### src/rtl/alu_mc.sv
// rtl/alu_mc.sv - multi-cycle RISC-V ALU with valid/ready handshake on both sides
// Optional iterative multiply/divide is built only when ALU_MULDIV_EN is defined.
module alu_mc #(
  parameter int WIDTH = 32
) (
  input  logic             clk,
  input  logic             rst_n,
  input  logic             in_valid,
  output logic             in_ready,
  input  logic [WIDTH-1:0] A,
  input  logic [WIDTH-1:0] B,
  input  logic [3:0]       ALUCtl,
  output logic             out_valid,
  input  logic             out_ready,
  output logic [WIDTH-1:0] result,
  output logic             zero,
  output logic             overflow,
  output logic             cout,
  output logic             div_by_zero,
  output logic             illegal
);

  localparam int SHW = $clog2(WIDTH);

  localparam logic [3:0] OP_AND  = 4'b0000;
  localparam logic [3:0] OP_OR   = 4'b0001;
  localparam logic [3:0] OP_ADD  = 4'b0010;
  localparam logic [3:0] OP_XOR  = 4'b0011;
  localparam logic [3:0] OP_SLL  = 4'b0100;
  localparam logic [3:0] OP_SRL  = 4'b0101;
  localparam logic [3:0] OP_SUB  = 4'b0110;
  localparam logic [3:0] OP_SLT  = 4'b0111;
  localparam logic [3:0] OP_SLTU = 4'b1000;
  localparam logic [3:0] OP_NOR  = 4'b1100;
  localparam logic [3:0] OP_SRA  = 4'b1101;
`ifdef ALU_MULDIV_EN
  localparam logic [3:0] OP_MUL  = 4'b1001;
  localparam logic [3:0] OP_DIVU = 4'b1010;
  localparam logic [3:0] OP_REMU = 4'b1011;
`endif

  typedef enum logic [1:0] {IDLE, BUSY, DONE} state_t;

  state_t state;

  logic [SHW-1:0]   shamt;
  logic [WIDTH:0]   sum;
  logic [WIDTH-1:0] sc_res;
  logic             sc_ovf;
  logic             sc_cout;
  logic             sc_ill;

  // only the low SHW bits of B select the shift distance
  assign shamt = B[SHW-1:0];

`ifdef ALU_MULDIV_EN
  logic             sc_dbz;
  logic             multi;
  logic             md_mul;
  logic             md_rem;
  logic [SHW-1:0]   cnt;
  logic [WIDTH-1:0] md_acc;
  logic [WIDTH-1:0] md_x;
  logic [WIDTH-1:0] md_y;
  logic [WIDTH-1:0] acc_n;
  logic [WIDTH-1:0] x_n;
  logic [WIDTH-1:0] md_final;
  logic [WIDTH:0]   part;
  logic [WIDTH:0]   trial;
`else
  assign div_by_zero = 1'b0;
`endif

  // single-cycle result and flags straight from the live inputs, used on acceptance
  always_comb begin
    sc_res  = '0;
    sc_ovf  = 1'b0;
    sc_cout = 1'b0;
    sc_ill  = 1'b0;
    sum     = '0;
`ifdef ALU_MULDIV_EN
    sc_dbz  = 1'b0;
    multi   = 1'b0;
`endif
    case (ALUCtl)
      OP_AND:  sc_res = A & B;
      OP_OR:   sc_res = A | B;
      OP_XOR:  sc_res = A ^ B;
      OP_NOR:  sc_res = ~(A | B);
      OP_ADD: begin
        sum     = {1'b0, A} + {1'b0, B};
        sc_res  = sum[WIDTH-1:0];
        sc_cout = sum[WIDTH];
        sc_ovf  = (A[WIDTH-1] == B[WIDTH-1]) && (sum[WIDTH-1] != A[WIDTH-1]);
      end
      OP_SUB: begin
        // cout is the carry of A + ~B + 1, i.e. 1 means no borrow
        sum     = {1'b0, A} + {1'b0, ~B} + {{WIDTH{1'b0}}, 1'b1};
        sc_res  = sum[WIDTH-1:0];
        sc_cout = sum[WIDTH];
        sc_ovf  = (A[WIDTH-1] != B[WIDTH-1]) && (sum[WIDTH-1] != A[WIDTH-1]);
      end
      OP_SLT:  sc_res = {{(WIDTH-1){1'b0}}, ($signed(A) < $signed(B))};
      OP_SLTU: sc_res = {{(WIDTH-1){1'b0}}, (A < B)};
      OP_SLL:  sc_res = A << shamt;
      OP_SRL:  sc_res = A >> shamt;
      OP_SRA:  sc_res = $signed(A) >>> shamt;
`ifdef ALU_MULDIV_EN
      OP_MUL:  multi = 1'b1;
      OP_DIVU: begin
        // divide by zero finishes immediately with the RISC-V defined quotient
        if (B == '0) begin
          sc_res = '1;
          sc_dbz = 1'b1;
        end else begin
          multi = 1'b1;
        end
      end
      OP_REMU: begin
        if (B == '0) begin
          sc_res = A;
          sc_dbz = 1'b1;
        end else begin
          multi = 1'b1;
        end
      end
`endif
      default: sc_ill = 1'b1;
    endcase
  end

`ifdef ALU_MULDIV_EN
  // one iteration step: shift-add multiply, or one restoring-division quotient bit
  always_comb begin
    // md_acc holds the partial product (MUL) or the partial remainder (DIVU/REMU);
    // md_x holds the shifting multiplicand or the dividend turning into the quotient
    part  = {md_acc, md_x[WIDTH-1]};
    trial = part - {1'b0, md_y};
    acc_n = md_acc;
    x_n   = md_x;
    if (md_mul) begin
      acc_n = md_y[0] ? (md_acc + md_x) : md_acc;
      x_n   = md_x << 1;
    end else if (!trial[WIDTH]) begin
      acc_n = trial[WIDTH-1:0];
      x_n   = {md_x[WIDTH-2:0], 1'b1};
    end else begin
      acc_n = part[WIDTH-1:0];
      x_n   = {md_x[WIDTH-2:0], 1'b0};
    end
    md_final = (md_mul || md_rem) ? acc_n : x_n;
  end
`endif

  // control FSM with registered handshake, result and flags
  always_ff @(posedge clk or negedge rst_n) begin
    if (!rst_n) begin
      state     <= IDLE;
      in_ready  <= 1'b1;
      out_valid <= 1'b0;
      result    <= '0;
      zero      <= 1'b0;
      overflow  <= 1'b0;
      cout      <= 1'b0;
      illegal   <= 1'b0;
`ifdef ALU_MULDIV_EN
      div_by_zero <= 1'b0;
      md_mul      <= 1'b0;
      md_rem      <= 1'b0;
      md_acc      <= '0;
      md_x        <= '0;
      md_y        <= '0;
      cnt         <= '0;
`endif
    end else begin
      case (state)
        IDLE: begin
          if (in_valid) begin
            in_ready <= 1'b0;
`ifdef ALU_MULDIV_EN
            if (multi) begin
              // operands are copied so the requester may change them right away
              state       <= BUSY;
              result      <= '0;
              zero        <= 1'b0;
              overflow    <= 1'b0;
              cout        <= 1'b0;
              illegal     <= 1'b0;
              div_by_zero <= 1'b0;
              cnt         <= '0;
              md_mul      <= (ALUCtl == OP_MUL);
              md_rem      <= (ALUCtl == OP_REMU);
              md_acc      <= '0;
              md_x        <= A;
              md_y        <= B;
            end else
`endif
            begin
              state     <= DONE;
              out_valid <= 1'b1;
              result    <= sc_res;
              zero      <= (sc_res == '0);
              overflow  <= sc_ovf;
              cout      <= sc_cout;
              illegal   <= sc_ill;
`ifdef ALU_MULDIV_EN
              div_by_zero <= sc_dbz;
`endif
            end
          end
        end
`ifdef ALU_MULDIV_EN
        BUSY: begin
          md_acc <= acc_n;
          md_x   <= x_n;
          if (md_mul) begin
            md_y <= md_y >> 1;
          end
          if (cnt == SHW'(WIDTH - 1)) begin
            // last iteration: publish the value the step just produced
            state     <= DONE;
            out_valid <= 1'b1;
            result    <= md_final;
            zero      <= (md_final == '0);
          end else begin
            cnt <= cnt + SHW'(1);
          end
        end
`endif
        DONE: begin
          if (out_ready) begin
            state     <= IDLE;
            out_valid <= 1'b0;
            in_ready  <= 1'b1;
          end
        end
        default: begin
          state     <= IDLE;
          out_valid <= 1'b0;
          in_ready  <= 1'b1;
        end
      endcase
    end
  end

endmodule

### config.mk
export PLATFORM = sky130hd
export DESIGN_NAME = alu_mc
export DESIGN_NICKNAME = d
export VERILOG_FILES = /design/src/rtl/alu_mc.sv
export SDC_FILE = /design/constraint.sdc
export NUM_CORES = 1
export LEC_CHECK = 0
export ABC_AREA = 1
export CORE_MARGIN = 1.5
export CORE_UTILIZATION = 52
export CTS_CLUSTER_SIZE = 24
export DETAILED_ROUTE_END_ITERATION = 6
export GPL_TIMING_DRIVEN = 0
export PLACE_DENSITY = 0.73
export REMOVE_ABC_BUFFERS = 1
export SLEW_MARGIN = 40
export SYNTH_ARGS = -nofsm -noshare
export SYNTH_HDL_FRONTEND = slang
export SYNTH_SLANG_ARGS = --single-unit
### constraint.sdc
create_clock -name clk -period 2.45 [get_ports clk]
set_clock_uncertainty 0.2 [all_clocks]
set_input_delay 0.6125 -clock clk [delete_from_list [all_inputs] [get_ports clk]]
set_output_delay 0.6125 -clock clk [all_outputs]
set_load 0.02 [all_outputs]
==> metrics.md, run 1 <==
| Metric | Value |
|---|---|
| Overall routing resource usage | between 70 and 80% |
| Worst EP post-GRT repair | zero$_DFFE_PN0P_/D |
| CTS H-tree lvls | 2 |
| Total I/O pin count | between 100 and 150 |
| Overflow after GRT | 12 |
| Initial Utilization | a little over half |
| Area post-placement | about 13000 um^2 |
| Clock sink count | 38 |
| Asr flop ratio synth | 100% |
| Number of synthesized flops with an enable pin | 0 |
| Prevailing post-synth register cell | dfrtp_1 |
| CTS Root Cell | clkbuf_16 |
| Num CTS Buffers | 5 |
| Die width | around 160 um |
| Unique masters post-synth | 50 |
| Status | aborted with a tool error |
| Err | [ERROR GRT-0232] Routing congestion too high. Check the congestion heatmap in the GUI. |
| Chip height | 156 um |
| Worst EP Category | register input |
| Largest net degree at the start of global routing | 48 |
| Row count | 55 |
| Routability congestion estimate | about 1.1 |
| Fail Step | global routing (5_1_grt) |
| Worst-case clock buffer depth | 2 |
| Post-Synthesis Cells | 2337 |
| Cell area after synthesis | about 12000 um^2 |
| IO buf count | about 110 |
| Mean Syn Cell Area | ~5.2 um^2 |
| Cts-stage hold buffer count | 0 |
| Synth warn | 0 |
| FF+latch count, synth | 38 |
| Final HPWL from detailed placement | roughly 44 mm |
| Seq/Total Area, Yosys | under 10% |
[cell families after synthesis]
family,after synthesis,synth area share [%]
fa+ha+maj,104,10.9
other cells,1,0.0310
compound gates,207,9.57
xor+xnor,1,0.0724
flops,38,7.87
simple gates,1578,57.2
buf+inv,408,14.4
[per-layer routing]
layer  GRT usage (%)  overflow
met4            68.3         9
met2            90.0         2
met3            70.2         0
met5            54.0         0
met1            80.0         1
[Yosys cell counts (all sizes together) (2+ instances only)]
library cell  instances  area (um^2)
a21boi                2         15.0
a21oi                99          503
or2                   7         46.3
clkbuf               23         86.3
o22ai                 5         31.3
a211oi                2         15.0
nand3b                3         22.5
and2                 10         62.6
clkinv                2         7.51
ha                  102         1280
inv                 297         1120
nand4                35          219
nor3                 26          135
a21o                  2         15.0
o221ai                7         61.3
o21bai                9         67.6
o21ai                59          295
buf                  86          527
nand2               786         3040
nor2                193          772
o21a                  2         15.0
dfrtp                37          926
and3                  2         12.5
fa                    2         40.0
a31oi                 9         56.3
nand3               514         2600
o211ai               10         75.1
[repair_timing]
| action | 4_1_cts |
|---|---|
| gates cloned | 16 |
| endpoints found under the hold margin | 0 |
| setup buffers | 119 |
| gates resized for setup | 903 |
| setup endpoints to repair | 35 |
| pin swaps | 189 |
[stage by stage]
stage	setup TNS [ns]	setup WS (ns)	hold slack (ns)	std cells
3_3_place_gp	-155.18	-4.72	0.264	2622
2_1_floorplan	-15.40	-0.709	0.117	2228
4_1_cts	-1.79	-0.347	0.0363	2773
3_5_place_dp	-51.56	-2.01	0.266	2630
==> inputs of run 2 (changes only) <==
- CORE_UTILIZATION: 52 -> 37
- CTS_CLUSTER_SIZE: 24 -> unset
- PLACE_DENSITY: 0.73 -> unset
- PLACE_DENSITY_LB_ADDON: unset -> 0.15
==> metrics.md, run 2 <==
| Metric | Value |
|---|---|
| Status | finished, violations left |
| Failing checks | design-rule violations, negative setup slack |
| Min-Delay Path Class | in -> async |
| Final Instance Count excl. Fillers | 3000 |
| WS Path Type | in -> reg |
| Most flop-heavy register | result |
| First-pass GRT wire length | just under 100 mm |
| Clock sink count | 38 |
| Overall routing resource usage | 39.1% |
| Unrepaired setup endpoints after global routing | yes |
| Unique masters post-synth | 50 |
| DRC | 7 |
| FF+latch count, synth | 38 |
| IO buf count | ~110 |
| CTS Root Cell | clkbuf_16 |
| Yosys top cell area share | 23.4% |
| Post-Route WL | just under 70 mm |
| Cell taking the most area after synthesis | nand2_1 |
| Asr flop ratio synth | 100% |
| Die area | ~34000 um^2 |
| WL/cell | about 23 um |
| PwrDens | roughly 340 nW/um^2 |
| Leak | ~9.4 nW |
| Critical path capture point type | register |
| Most frequent cells in the layout | nand2_1, nand3_1, inv_1 |
| Seq pwr share | a little over an eighth |
| CTS tree | built |
| Post-layout net count | approximately 2700 |
| Total I/O pin count | ~110 |
| Post-synth top cells | nand2_1, nand3_1, inv_1 |
| Share of layout cells above drive strength 1 | 38.0% |
| Routability congestion estimate | 1.02 |
| Number of synthesized flops with an enable pin | 0 |
| Count leader, synth | nand2_1 |
| Initial Utilization | a little under two fifths |
| Power share of the combinational group | between 70% and 80% |
| Worst r2r src | out_valid |
| Worst-case clock buffer depth | 2 |
| Num CTS Buffers | 5 |
| Synth warn | 0 |
| Top post-synthesis cells by area | nand2_1, nand3_1, ha_1, inv_1, dfrtp_1 |
| Tcrit/Tclk final | 117% |
| Chip height | around 180 um |
| Startpoint Class | input pin |
| Overflow after GRT | 0 |
| Reg2reg path depth | 9 |
| Critical Path AT | around 2.9 ns |
| Prevailing post-synth register cell | dfrtp_1 |
| Vias in the first global route | about 16000 |
| Worst slew pin tran | ~1.0 ns |
| Mean Syn Cell Area | between 5 and 6 um^2 |
| Clock Power Share | a little over an eighth |
| DRT iter0 DRCs | 2351 |
| Fillers | 3139 |
| Antenna cell count | 0 |
| Final Cell Area | roughly 19000 um^2 |
| Switching Share | between 50% and 60% |
| FMAX | approximately 350 MHz |
| Cts-stage hold buffer count | 0 |
| Slew HR | roughly a third |
| R2R Setup Slk | between 0.2 and 0.25 ns |
| Initial antenna violation count | 2 |
| Max Cap Viol | 0 |
| Final HPWL from detailed placement | between 40 and 50 mm |
| Maximum vdd drop | roughly 260 uV |
| Max FFs per register | 32 |
| TNS Setup | -3.41 ns |
| Via density | just under 6 |
| Worst Path Max Fanout | 6 |
| Dpl ws | -2.23 ns |
| Fin crit period | around 2.9 ns |
| Die width | approximately 180 um |
| Row count | 66 |
| Area post-placement | roughly 13000 um^2 |
| Final hold violation count | 0 |
| Post-route antenna net violation count | 0 |
| Clock Latency Late Sink | between 0.2 and 0.3 ns |
| CTS clk-pin slew, worst paths | roughly 0.06 ns |
| Syn-to-layout area delta | 57.1% |
| Most frequent standard cell in the layout excluding fill and tap cells | nand2_1 |
| Cell area after synthesis | 12100 um^2 |
| Hold_ws | 0.0843 ns |
| CTS H-tree lvls | 2 |
| Total net switching power | 3.27 mW |
| DR pass1 iterations | 7 |
| R2r endpoint | zero |
| Core area | approximately 32000 um^2 |
| Worst EP required | ~2.5 ns |
| Setup ws final | -0.407 ns |
| Setup Viol. Count Final | 23 |
| Max Slew Vio Count | 0 |
| Internal | 3.21 mW |
| Largest net degree at the start of global routing | 44 |
| Vias | between 15000 and 20000 |
| Seq/Total Area, Yosys | between 7 and 8% |
| Post-Synthesis Cells | between 2000 and 2500 |
| # placed instances | 2788 |
[run 2: cell counts after synthesis]
No cell type changed its count.
[run 2: through the flow]
step,power [mW],util [%]
6_report,6.48,58.7
2_1_floorplan,2.67,-
5_1_grt,6.81,58.7
3_5_place_dp,3.98,41.2
4_1_cts,5.89,53.6
3_3_place_gp,3.96,40.6
[run 2: power groups by stage]
stage	Sequential, mW	Clock (mW)	Combinational [mW]
after floorplan	1.01	0	1.66
after global placement	0.853	0	3.10
after detailed placement	0.855	0	3.13
after CTS	0.846	0.867	4.18
after global routing	0.860	0.897	5.05
final	0.844	0.853	4.78
[run 2: metal layers]
metal / global-route usage (%) / vias to the layer above / wire length [um]
li1: - / 8041 / -
met1: 51.5 / 8175 / 27300
met5: 0 / - / 0
met4: 21.3 / 0 / 4610
met3: 9.21 / 217 / 7710
met2: 58.5 / 1073 / 28700
[run 2: critical path, cell delays in order]
cell     delay (ns)
buf_16         0.11
buf_16         0.13
inv_16         0.06
ha_4           0.23
inv_6          0.11
nand2_1        0.05
nand2_1        0.09
nand2_2        0.08
nand3_4        0.10
nand2_1        0.06
nand3_1        0.08
nand4_1        0.27
nor2_2         0.23
nand2_1        0.10
nor2_2         0.16
nand3_4        0.13
nor3_2         0.13
nand3_1        0.09
nand2_1        0.06
[run 2: cell type report]
cell class	instances	area [um^2]	area share, %
clock buffer	5	125	0.658
clock inverter	3	68.8	0.362
inverter	299	1310	6.89
multi-input combinational	1893	12600	66.2
sequential	38	952	5.01
tap	442	553	2.91
timing repair buffer	313	3350	17.6
timing repair inverter	7	61.3	0.322
[run 2: how the worst max path moves through the flow]
stage          startpoint    to  depth (start not counted)
4_1_cts              B[2]  zero                         21
6_report             B[2]  zero                         19
3_3_place_gp         B[2]  zero                         20
3_5_place_dp    ALUCtl[2]  zero                         15
2_1_floorplan        B[3]  zero                         19
5_1_grt              B[2]  zero                         22
[run 2: cells by family (layout without fill, tap and decap cells)]
logic type / Yosys count / count (layout) / share of synthesized area [%]
buffers and inverters: 408 / 627 / 14.4
and+or+nand+nor: 1578 / 1580 / 57.2
xor gates and xnor gates: 1 / 1 / 0.0724
other: 1 / 1 / 0.0310
adders and majority gates: 104 / 104 / 10.9
DFF: 38 / 38 / 7.87
AOI/OAI and AO/OA: 207 / 207 / 9.57
[run 2: what timing repair did]
item,CTS,global route
resized for setup,998,346
setup buffers,132,56
pin swaps,211,178
cloned,16,1
setup endpoints to repair,35,34
No activity file was read; power rests on OpenSTA's default activity.
==> inputs of run 3 (changes only) <==
--- a/config.mk
+++ b/config.mk
@@ -8,2 +8,3 @@
 export ABC_AREA = 1
+export ABC_CLOCK_PERIOD_IN_PS = 2450
 export CORE_MARGIN = 1.5
--- a/constraint.sdc
+++ b/constraint.sdc
@@ -4,2 +4,2 @@
 set_output_delay 0.6125 -clock clk [all_outputs]
-set_load 0.02 [all_outputs]
+set_load 0.05 [all_outputs]
==> results of run 3 <==
The final DEF is identical to that of run 2. Status: finished, violations left: design-rule violations, negative setup slack.
Main changes from that run: total power 6.48 mW -> 6.80 mW; worst IR drop on VDD 263 uV -> 335 uV
